File: config.mk
export PLATFORM = sky130hd
export DESIGN_NAME = ftf_seg_scheduler_flat
export DESIGN_NICKNAME = d
export VERILOG_FILES = /design/src/rtl/ftf_seg_scheduler_if.sv /design/src/rtl/ftf_seg_scheduler.sv /design/src/flat_wrapper.sv
export SDC_FILE = /design/constraint.sdc
export NUM_CORES = 1
export LEC_CHECK = 0
export CAP_MARGIN = 20
export CELL_PAD_IN_SITES_DETAIL_PLACEMENT = 0
export CELL_PAD_IN_SITES_GLOBAL_PLACEMENT = 1
export CORE_MARGIN = 5
export CORE_UTILIZATION = 35
export DETAILED_ROUTE_END_ITERATION = 8
export MAX_ROUTING_LAYER = met4
export PLACE_DENSITY = 0.78
export REMOVE_ABC_BUFFERS = 1
export SYNTH_ARGS = -nofsm -noshare
export SYNTH_HDL_FRONTEND = slang
export SYNTH_SLANG_ARGS = --single-unit
File: constraint.sdc
create_clock -name clock -period 2.17 [get_ports clock]
set_clock_uncertainty 0.1 [all_clocks]
set_input_delay 0.5425 -clock clock [delete_from_list [all_inputs] [get_ports clock]]
set_output_delay 0.5425 -clock clock [all_outputs]
set_load 0.005 [all_outputs]
File: src/rtl/ftf_seg_scheduler_if.sv
// Handshake bundle for the segment scheduler: word in, shared-encoder port, code word out.
// slave = scheduler side, master = producer/consumer/encoder side.
`ifndef FBLEN07
`define FBLEN07 7
`endif

interface ftf_seg_scheduler_if #(
    parameter int NSEG  = 4,
    parameter int SEG_W = `FBLEN07
) ();
    logic                    in_valid;
    logic                    in_ready;
    logic [NSEG*SEG_W-1:0]   in_data;
    logic [SEG_W-1:0]        enc_datain;
    logic [6:0]              enc_codeout;
    logic                    out_valid;
    logic                    out_ready;
    logic [NSEG*7-1:0]       out_code;
    logic                    busy;
    logic [15:0]             word_cnt;

    modport slave (
        input  in_valid, in_data, enc_codeout, out_ready,
        output in_ready, enc_datain, out_valid, out_code, busy, word_cnt
    );

    modport master (
        output in_valid, in_data, enc_codeout, out_ready,
        input  in_ready, enc_datain, out_valid, out_code, busy, word_cnt
    );
endinterface

File: src/rtl/ftf_seg_scheduler.sv
// Time-multiplexes NSEG segments of a word through one shared 7-bit encoder (1-cycle latency).
// Latency accept->out_valid NSEG+2 cycles; holds out_code until out_ready, min period NSEG+3.
`ifndef FBLEN07
`define FBLEN07 7
`endif

module ftf_seg_scheduler #(
    parameter int NSEG  = 4,
    parameter int SEG_W = `FBLEN07
) (
    input  logic                   clock,
    input  logic                   rst_n,
    ftf_seg_scheduler_if.slave     bus
);
    localparam int            CW   = (NSEG > 1) ? $clog2(NSEG) : 1;
    localparam logic [CW-1:0] LAST = CW'(NSEG - 1);

    typedef enum logic [1:0] {
        IDLE  = 2'd0,
        FEED  = 2'd1,
        DRAIN = 2'd2,
        HOLD  = 2'd3
    } state_t;

    state_t                       state_q,    state_d;
    logic [CW-1:0]                feed_cnt_q, feed_cnt_d;
    logic [CW-1:0]                cap_cnt_q,  cap_cnt_d;
    logic                         cap_vld_q,  cap_vld_d;
    logic [NSEG-1:0][SEG_W-1:0]   data_q,     data_d;
    logic [NSEG-1:0][6:0]         code_q,     code_d;
    logic [15:0]                  word_cnt_q, word_cnt_d;

    logic accept;
    logic out_hs;

    assign accept = (state_q == IDLE) && bus.in_valid;
    assign out_hs = (state_q == HOLD) && bus.out_ready;

    // Next-state logic
    always_comb begin
        state_d = state_q;
        unique case (state_q)
            IDLE:    if (bus.in_valid)                     state_d = FEED;
            FEED:    if (feed_cnt_q == LAST)               state_d = DRAIN;
            DRAIN:   if (cap_vld_q && cap_cnt_q == LAST)   state_d = HOLD;
            HOLD:    if (bus.out_ready)                    state_d = IDLE;
            default:                                       state_d = IDLE;
        endcase
    end

    // Datapath next-state: the capture side replays the feed counter one cycle
    // later, matching the encoder's register stage.
    always_comb begin
        feed_cnt_d = '0;
        if (state_q == FEED && feed_cnt_q != LAST) begin
            feed_cnt_d = feed_cnt_q + CW'(1);
        end

        cap_vld_d = (state_q == FEED);
        cap_cnt_d = (state_q == FEED) ? feed_cnt_q : cap_cnt_q;

        data_d = data_q;
        if (accept) begin
            data_d = bus.in_data;
        end

        code_d = code_q;
        if (cap_vld_q) begin
            code_d[cap_cnt_q] = bus.enc_codeout;
        end

        word_cnt_d = word_cnt_q;
        if (out_hs) begin
            word_cnt_d = word_cnt_q + 16'd1;
        end
    end

    always_ff @(posedge clock or negedge rst_n) begin
        if (!rst_n) begin
            state_q    <= IDLE;
            feed_cnt_q <= '0;
            cap_cnt_q  <= '0;
            cap_vld_q  <= 1'b0;
            data_q     <= '0;
            code_q     <= '0;
            word_cnt_q <= '0;
        end else begin
            state_q    <= state_d;
            feed_cnt_q <= feed_cnt_d;
            cap_cnt_q  <= cap_cnt_d;
            cap_vld_q  <= cap_vld_d;
            data_q     <= data_d;
            code_q     <= code_d;
            word_cnt_q <= word_cnt_d;
        end
    end

    // The encoder sees zero whenever no segment is being fed.
    assign bus.enc_datain = (state_q == FEED) ? data_q[feed_cnt_q] : '0;
    assign bus.in_ready   = (state_q == IDLE);
    assign bus.out_valid  = (state_q == HOLD);
    assign bus.busy       = (state_q != IDLE);
    assign bus.out_code   = code_q;
    assign bus.word_cnt   = word_cnt_q;

    a_feed_range: assert property (@(posedge clock) disable iff (!rst_n) feed_cnt_q <= LAST);
    a_cap_range:  assert property (@(posedge clock) disable iff (!rst_n) cap_cnt_q <= LAST);
    a_excl_hs:    assert property (@(posedge clock) disable iff (!rst_n) !(bus.in_ready && bus.out_valid));

endmodule

File: src/flat_wrapper.sv
// flat-port wrapper written by rule: the top's interface ports become plain ports
module ftf_seg_scheduler_flat 
#(
    parameter int NSEG  = 4,
    parameter int SEG_W = `FBLEN07
)
  (clock, rst_n, bus_in_valid, bus_in_data, bus_enc_codeout, bus_out_ready, bus_in_ready, bus_enc_datain, bus_out_valid, bus_out_code, bus_busy, bus_word_cnt);
  ftf_seg_scheduler_if #(.NSEG(NSEG), .SEG_W(SEG_W)) bus_i ();
  input  logic clock;
  input  logic rst_n;
  input wire logic [$bits(bus_i.in_valid)-1:0] bus_in_valid;
  input wire logic [$bits(bus_i.in_data)-1:0] bus_in_data;
  input wire logic [$bits(bus_i.enc_codeout)-1:0] bus_enc_codeout;
  input wire logic [$bits(bus_i.out_ready)-1:0] bus_out_ready;
  output wire logic [$bits(bus_i.in_ready)-1:0] bus_in_ready;
  output wire logic [$bits(bus_i.enc_datain)-1:0] bus_enc_datain;
  output wire logic [$bits(bus_i.out_valid)-1:0] bus_out_valid;
  output wire logic [$bits(bus_i.out_code)-1:0] bus_out_code;
  output wire logic [$bits(bus_i.busy)-1:0] bus_busy;
  output wire logic [$bits(bus_i.word_cnt)-1:0] bus_word_cnt;
  assign bus_i.in_valid = bus_in_valid;
  assign bus_i.in_data = bus_in_data;
  assign bus_i.enc_codeout = bus_enc_codeout;
  assign bus_i.out_ready = bus_out_ready;
  assign bus_in_ready = bus_i.in_ready;
  assign bus_enc_datain = bus_i.enc_datain;
  assign bus_out_valid = bus_i.out_valid;
  assign bus_out_code = bus_i.out_code;
  assign bus_busy = bus_i.busy;
  assign bus_word_cnt = bus_i.word_cnt;
  ftf_seg_scheduler #(.NSEG(NSEG), .SEG_W(SEG_W)) u_core (.clock(clock), .rst_n(rst_n), .bus(bus_i));
endmodule
=== Word level (Yosys, flattened, before mapping) ===
Cells that the tools add are included.

* Register bits after elaboration: 79
* Output and inout port bits: 54
* Input port bits: 39

* Muxes and demuxes: 12
* Magnitude comparators: 3
* Add/subtract/negate cells: 2
* Reduce and logical (&&, ||, !) cells: 8
* Equality and inequality tests: 10

{| class="wikitable"
|+ Operator list
! operator !! number
|-
| $bwmux 28 || 1
|-
| $mux 7 || 3
|-
| $add 16x1->16 const B || 1
|-
| $bmux 7 s2 || 1
|-
| $demux 7 s2 || 1
|-
| $mux 2 || 5
|-
| $eq 2x2->1 const B || 4
|-
| $ne 2x2->1 const B || 4
|-
| $pmux 2 s4 || 1
|-
| $lt 2x3->1 const B || 2
|-
| $logic_and 1x1->1 || 5
|-
| $reduce_and 4->1 || 1
|-
| $add 2x1->2 const B || 1
|-
| $eq 2x1->1 const B || 1
|-
| $ge 2x1->1 const B || 1
|-
| $logic_not 2->1 || 1
|-
| $ne 2x1->1 const B || 1
|-
| $reduce_bool 2->1 || 1
|}

=== Depth between registers and ports, before layout ===
* Depth after elaboration: 5
* Gate-level depth with buffers: 7
* Depth with buffers taken out: 6

=== Worst setup path before layout ===
OpenSTA, ideal clock, no wires.

* Path kind: register to output
* Start point: register u_core.feed_cnt_q[0]
* End point: output bus_enc_datain[0]
* Arrival: 1.237 ns
* Path buffers: 1
* Path slack: 0.290 ns
* Stages on the path, launching flop included: 4
* Cells stage by stage: dfrtp_1 buf_2 mux4_2 and2_1

* Longest elaborated chain between the ends: 3

{| class="wikitable"
|+ Ends and longest elaborated chain
! element !! line !! source
|-
| start: declaration || ftf_seg_scheduler.sv:26 || <nowiki>logic [CW-1:0] feed_cnt_q, feed_cnt_d;</nowiki>
|-
| start signal: assignment || ftf_seg_scheduler.sv:89 || <nowiki>feed_cnt_q <= feed_cnt_d;</nowiki>
|-
| $bmux 7 s2 || ftf_seg_scheduler.sv:99 || <nowiki>assign bus.enc_datain = (state_q == FEED) ? data_q[feed_cnt_q] : '0;</nowiki>
|-
| $mux 7 (implied by the code) || ftf_seg_scheduler.sv:99 ||
|-
| $mux 7 || ftf_seg_scheduler.sv:99 ||
|-
| end: declaration || flat_wrapper.sv:16 || <nowiki>output wire logic [$bits(bus_i.enc_datain)-1:0] bus_enc_datain;</nowiki>
|}

No other way between the ends. The select of a mux whose other input is x is not followed.

=== Worst setup path after layout ===
* Start point: register u_core.feed_cnt_q[0]
* End point: output bus_enc_datain[4]

Same word-level chain as after synthesis.

==> impl_metrics.json <==
{
  "num-nets-final": 385,
  "chipHeight_um": 108,
  "max_clock_freq_mhz": 416,
  "placementRows": 35,
  "post_synth.cell_area_avg_um2": 15.2,
  "drt_pass1_iterations": 4,
  "max-vdd-ir-drop_mv": 0.553,
  "dpl_cell_area_mm2": 0.00455,
  "place.port_buffers": 92,
  "die_width_um": 108,
  "ys_seq_area_share_pct": 58.9,
  "clock_tree_from_tritoncts": "yes",
  "critical_path_class": "flip-flop to primary output",
  "fill_cells": 809,
  "ant_nets": 0,
  "via_per_inst": 4.57,
  "wl_per_cell_um": 15.0,
  "cell_internal_pwr_uw": 4680,
  "final.hold.worst_slack_ns": 0.372,
  "synthToLayoutAreaGrowth_pct": 46.2,
  "register_area_mm2": 0.00198,
  "power.net_switching_uw": 1770,
  "grt_first_pass_wirelength_mm": 12.0,
  "tightest_slew_ns": 0.424,
  "slew_headroom_pct": 71.6,
  "finalMaxSlewViolations": 0,
  "post_route_cells_drive_above_1_share_pct": 36.2,
  "cp.arrival_ns": 1.76,
  "antenna_found_initial": 0,
  "cts_max_level": 3,
  "clock_tree.buffer_depth": 2,
  "yosys.cell_types.count": 27,
  "place_congestion": 0.723,
  "min-delay-path-class": "flip-flop to flip-flop",
  "design_power_uw": 6450,
  "worst_setup_path_end_kind": "primary output",
  "setup_viol": 7,
  "switching_share_pct": 27.4,
  "place.detailed.instances": 449,
  "die_area_mm2": 0.0117,
  "detail_route.iter0.violations": 48,
  "worst_setup_hold_path_clk_slew_ns": 0.08,
  "violations": "negative setup slack",
  "clk_root_buffer_cell": "clkbuf_8",
  "rsz0062_at_grt": "true",
  "hold_violations": 0,
  "cts_buffer_count": 9,
  "globalRouteOverflowTotal": 0,
  "initial_utilization_pct": 36.2,
  "multiInputGateArea_mm2": 0.00137,
  "antenna-diode-count": 0,
  "hpwl_mm": 5.20,
  "power.static_leakage_uw": 0.00212,
  "p_comb_share_pct": 41.2,
  "vias_in_the_first_global_route": 2397,
  "finished_core_util_pct": 52.9,
  "stdcell_count": 472,
  "dr_total_vias": 2157,
  "insertion_delay_ns": 0.34,
  "final_area_mm2": 0.00491,
  "status": "finished with violations",
  "power.density_mw_per_mm2": 1310,
  "max-cap-violations": 0,
  "floorplan.io_pins": 93,
  "grt_use_total_pct": 13.5,
  "finalWorstSetupSlack_ns": -0.233,
  "clock_sink_count": 79,
  "maximum_number_of_pins_on_one_net_before_global_route_repair": 46,
  "min_period_over_period_pct": 111,
  "critPathRequiredTime_ns": 1.53,
  "crit_path_max_fanout": 5,
  "minimum_clock_period_after_layout_ns": 2.40,
  "drc": 0,
  "clock_power_share_pct": 20.1,
  "seqPwrFrac_pct": 38.7,
  "synth-seq-cells": 79,
  "syn_inst": 221,
  "startpoint_type": "flip-flop",
  "yosys_warnings": 0,
  "netlist_area_mm2": 0.00336,
  "drt_wl_total_mm": 7.07,
  "core-area_mm2": 0.00928
}
[layer usage]
layer  up-vias  track usage [%]  part of all wire [%]
met3        10             3.94                   6.1
met1      1059             16.3                    43
met4         0             5.14                   1.5
met2        65             21.6                    49
li1       1023                -                     -
met5         -                -                     0
[critical path, cell delays in order, from the launching register on]
cell	delay, ns
dfrtp_1	0.41
buf_12	0.14
buf_6	0.09
mux4_2	0.49
and2_4	0.18
buf_6	0.11
[Yosys cell counts]
library cell / number / share of area [%]
a21oi_1: 1 / 0.15
and2_1: 8 / 1.5
and3_1: 1 / 0.19
buf_2: 4 / 0.60
clkbuf_1: 1 / 0.11
dfrtp_1: 79 / 59
ha_1: 7 / 2.6
inv_1: 5 / 0.56
mux2_1: 1 / 0.34
mux2_2: 59 / 20
mux4_2: 7 / 4.7
nand2_1: 7 / 0.78
nand2b_1: 1 / 0.19
nand3_1: 6 / 0.89
nand3_2: 1 / 0.30
nand3b_1: 2 / 0.45
nand4_1: 3 / 0.56
nand4_4: 1 / 0.63
nor2_1: 5 / 0.56
nor3_2: 2 / 0.60
nor3b_2: 1 / 0.37
nor4_4: 1 / 0.63
o221ai_1: 1 / 0.26
o32a_1: 1 / 0.30
or2_1: 1 / 0.19
xnor2_1: 10 / 2.6
xor2_1: 5 / 1.3
[state kept, by name (all words and copies together), names as in the netlist]
name	flops
u_core.bus.out_code	28
u_core.bus.word_cnt	16
u_core.cap_cnt_q	2
u_core.cap_vld_q	1
u_core.data_q	28
u_core.feed_cnt_q	2
u_core.state_q	2
[cell type report]
| type | count | share of cell area [%] |
|---|---|---|
| flip-flops and latches | 79 | 40.3 |
| inverters | 5 | 0.382 |
| multi-input cells | 132 | 28.0 |
| repair buffers | 112 | 23.3 |
| clock buffers | 9 | 2.52 |
| clock inverters | 6 | 2.22 |
| well taps | 129 | 3.29 |
[final timing paths]
| check | end | slack (ns) | cells after the start | from |
|---|---|---|---|---|
| max in group asynchronous | u_core.state_q[1] | 0.96 | 3 | rst_n |
| hold / removal | u_core.bus.word_cnt[15] | 0.37 | 1 | u_core.bus.word_cnt[15] |
| min in group asynchronous | u_core.data_q[22] | 0.43 | 2 | rst_n |
| setup / recovery | bus_enc_datain[4] | -0.23 | 5 | u_core.feed_cnt_q[0] |
| setup reg to reg | u_core.state_q[1] | 0.19 | 8 | u_core.feed_cnt_q[0] |
| hold reg to reg | u_core.bus.word_cnt[15] | 0.37 | 1 | u_core.bus.word_cnt[15] |
[cells by family (layout without fill, tap and decap cells)]
group / Yosys count / in the layout / synth area share (%)
AO/OA/AOI/OAI: 3 / 3 / 0.708
XOR/XNOR: 15 / 15 / 3.91
adder cells (fa/ha/maj): 7 / 7 / 2.61
buffers and inverters: 10 / 132 / 1.27
flip-flops: 79 / 79 / 58.9
multiplexers: 67 / 67 / 24.8
AND/OR/NAND/NOR: 40 / 40 / 7.82
[per-stage QoR]
step | setup TNS (ns) | setup WS (ns)
after floorplan | 0 | 0.242
after global placement | -0.585 | -0.0870
after detailed placement | -0.798 | -0.125
after CTS | -1.82 | -0.274
after global routing | -2.09 | -0.313
final | -1.53 | -0.233
[layout by cell type, fill, tap and decap left out, types with 2 or more instances in the layout]
master,count
xor2_1,5
dfrtp_1,79
mux4_2,7
bufinv_16,3
and2_1,2
nor3_2,2
nand3b_1,2
mux2_2,59
nand4_1,3
nand2_1,7
xnor2_1,10
ha_1,5
nor2_1,5
clkinv_2,2
clkbuf_8,9
buf_4,10
buf_6,12
dlygate4sd2_1,2
clkdlybuf4s50_1,81
and2_4,6
buf_12,4
nand3_1,6
inv_1,4
[power by group through the flow]
stage                     sequential [µW]  clock, µW  combinational, µW
after global placement               2500          0               2470
after detailed placement             2530          0               2530
after floorplan                      2490          0               1180
final                                2490       1300               2660
after global routing                 2600       1400               2900
after CTS                            2500       1330               2680
[what timing repair did]
item                                    in CTS  in global routing
gates resized for setup                     49                  6
endpoints found under the setup margin      10                 10
hold endpoints to repair                     3                  0
pin swaps                                    1                  0
setup buffers                                7                  1
hold buffers                                 1                  0
No activity file was read; power rests on OpenSTA's default activity.
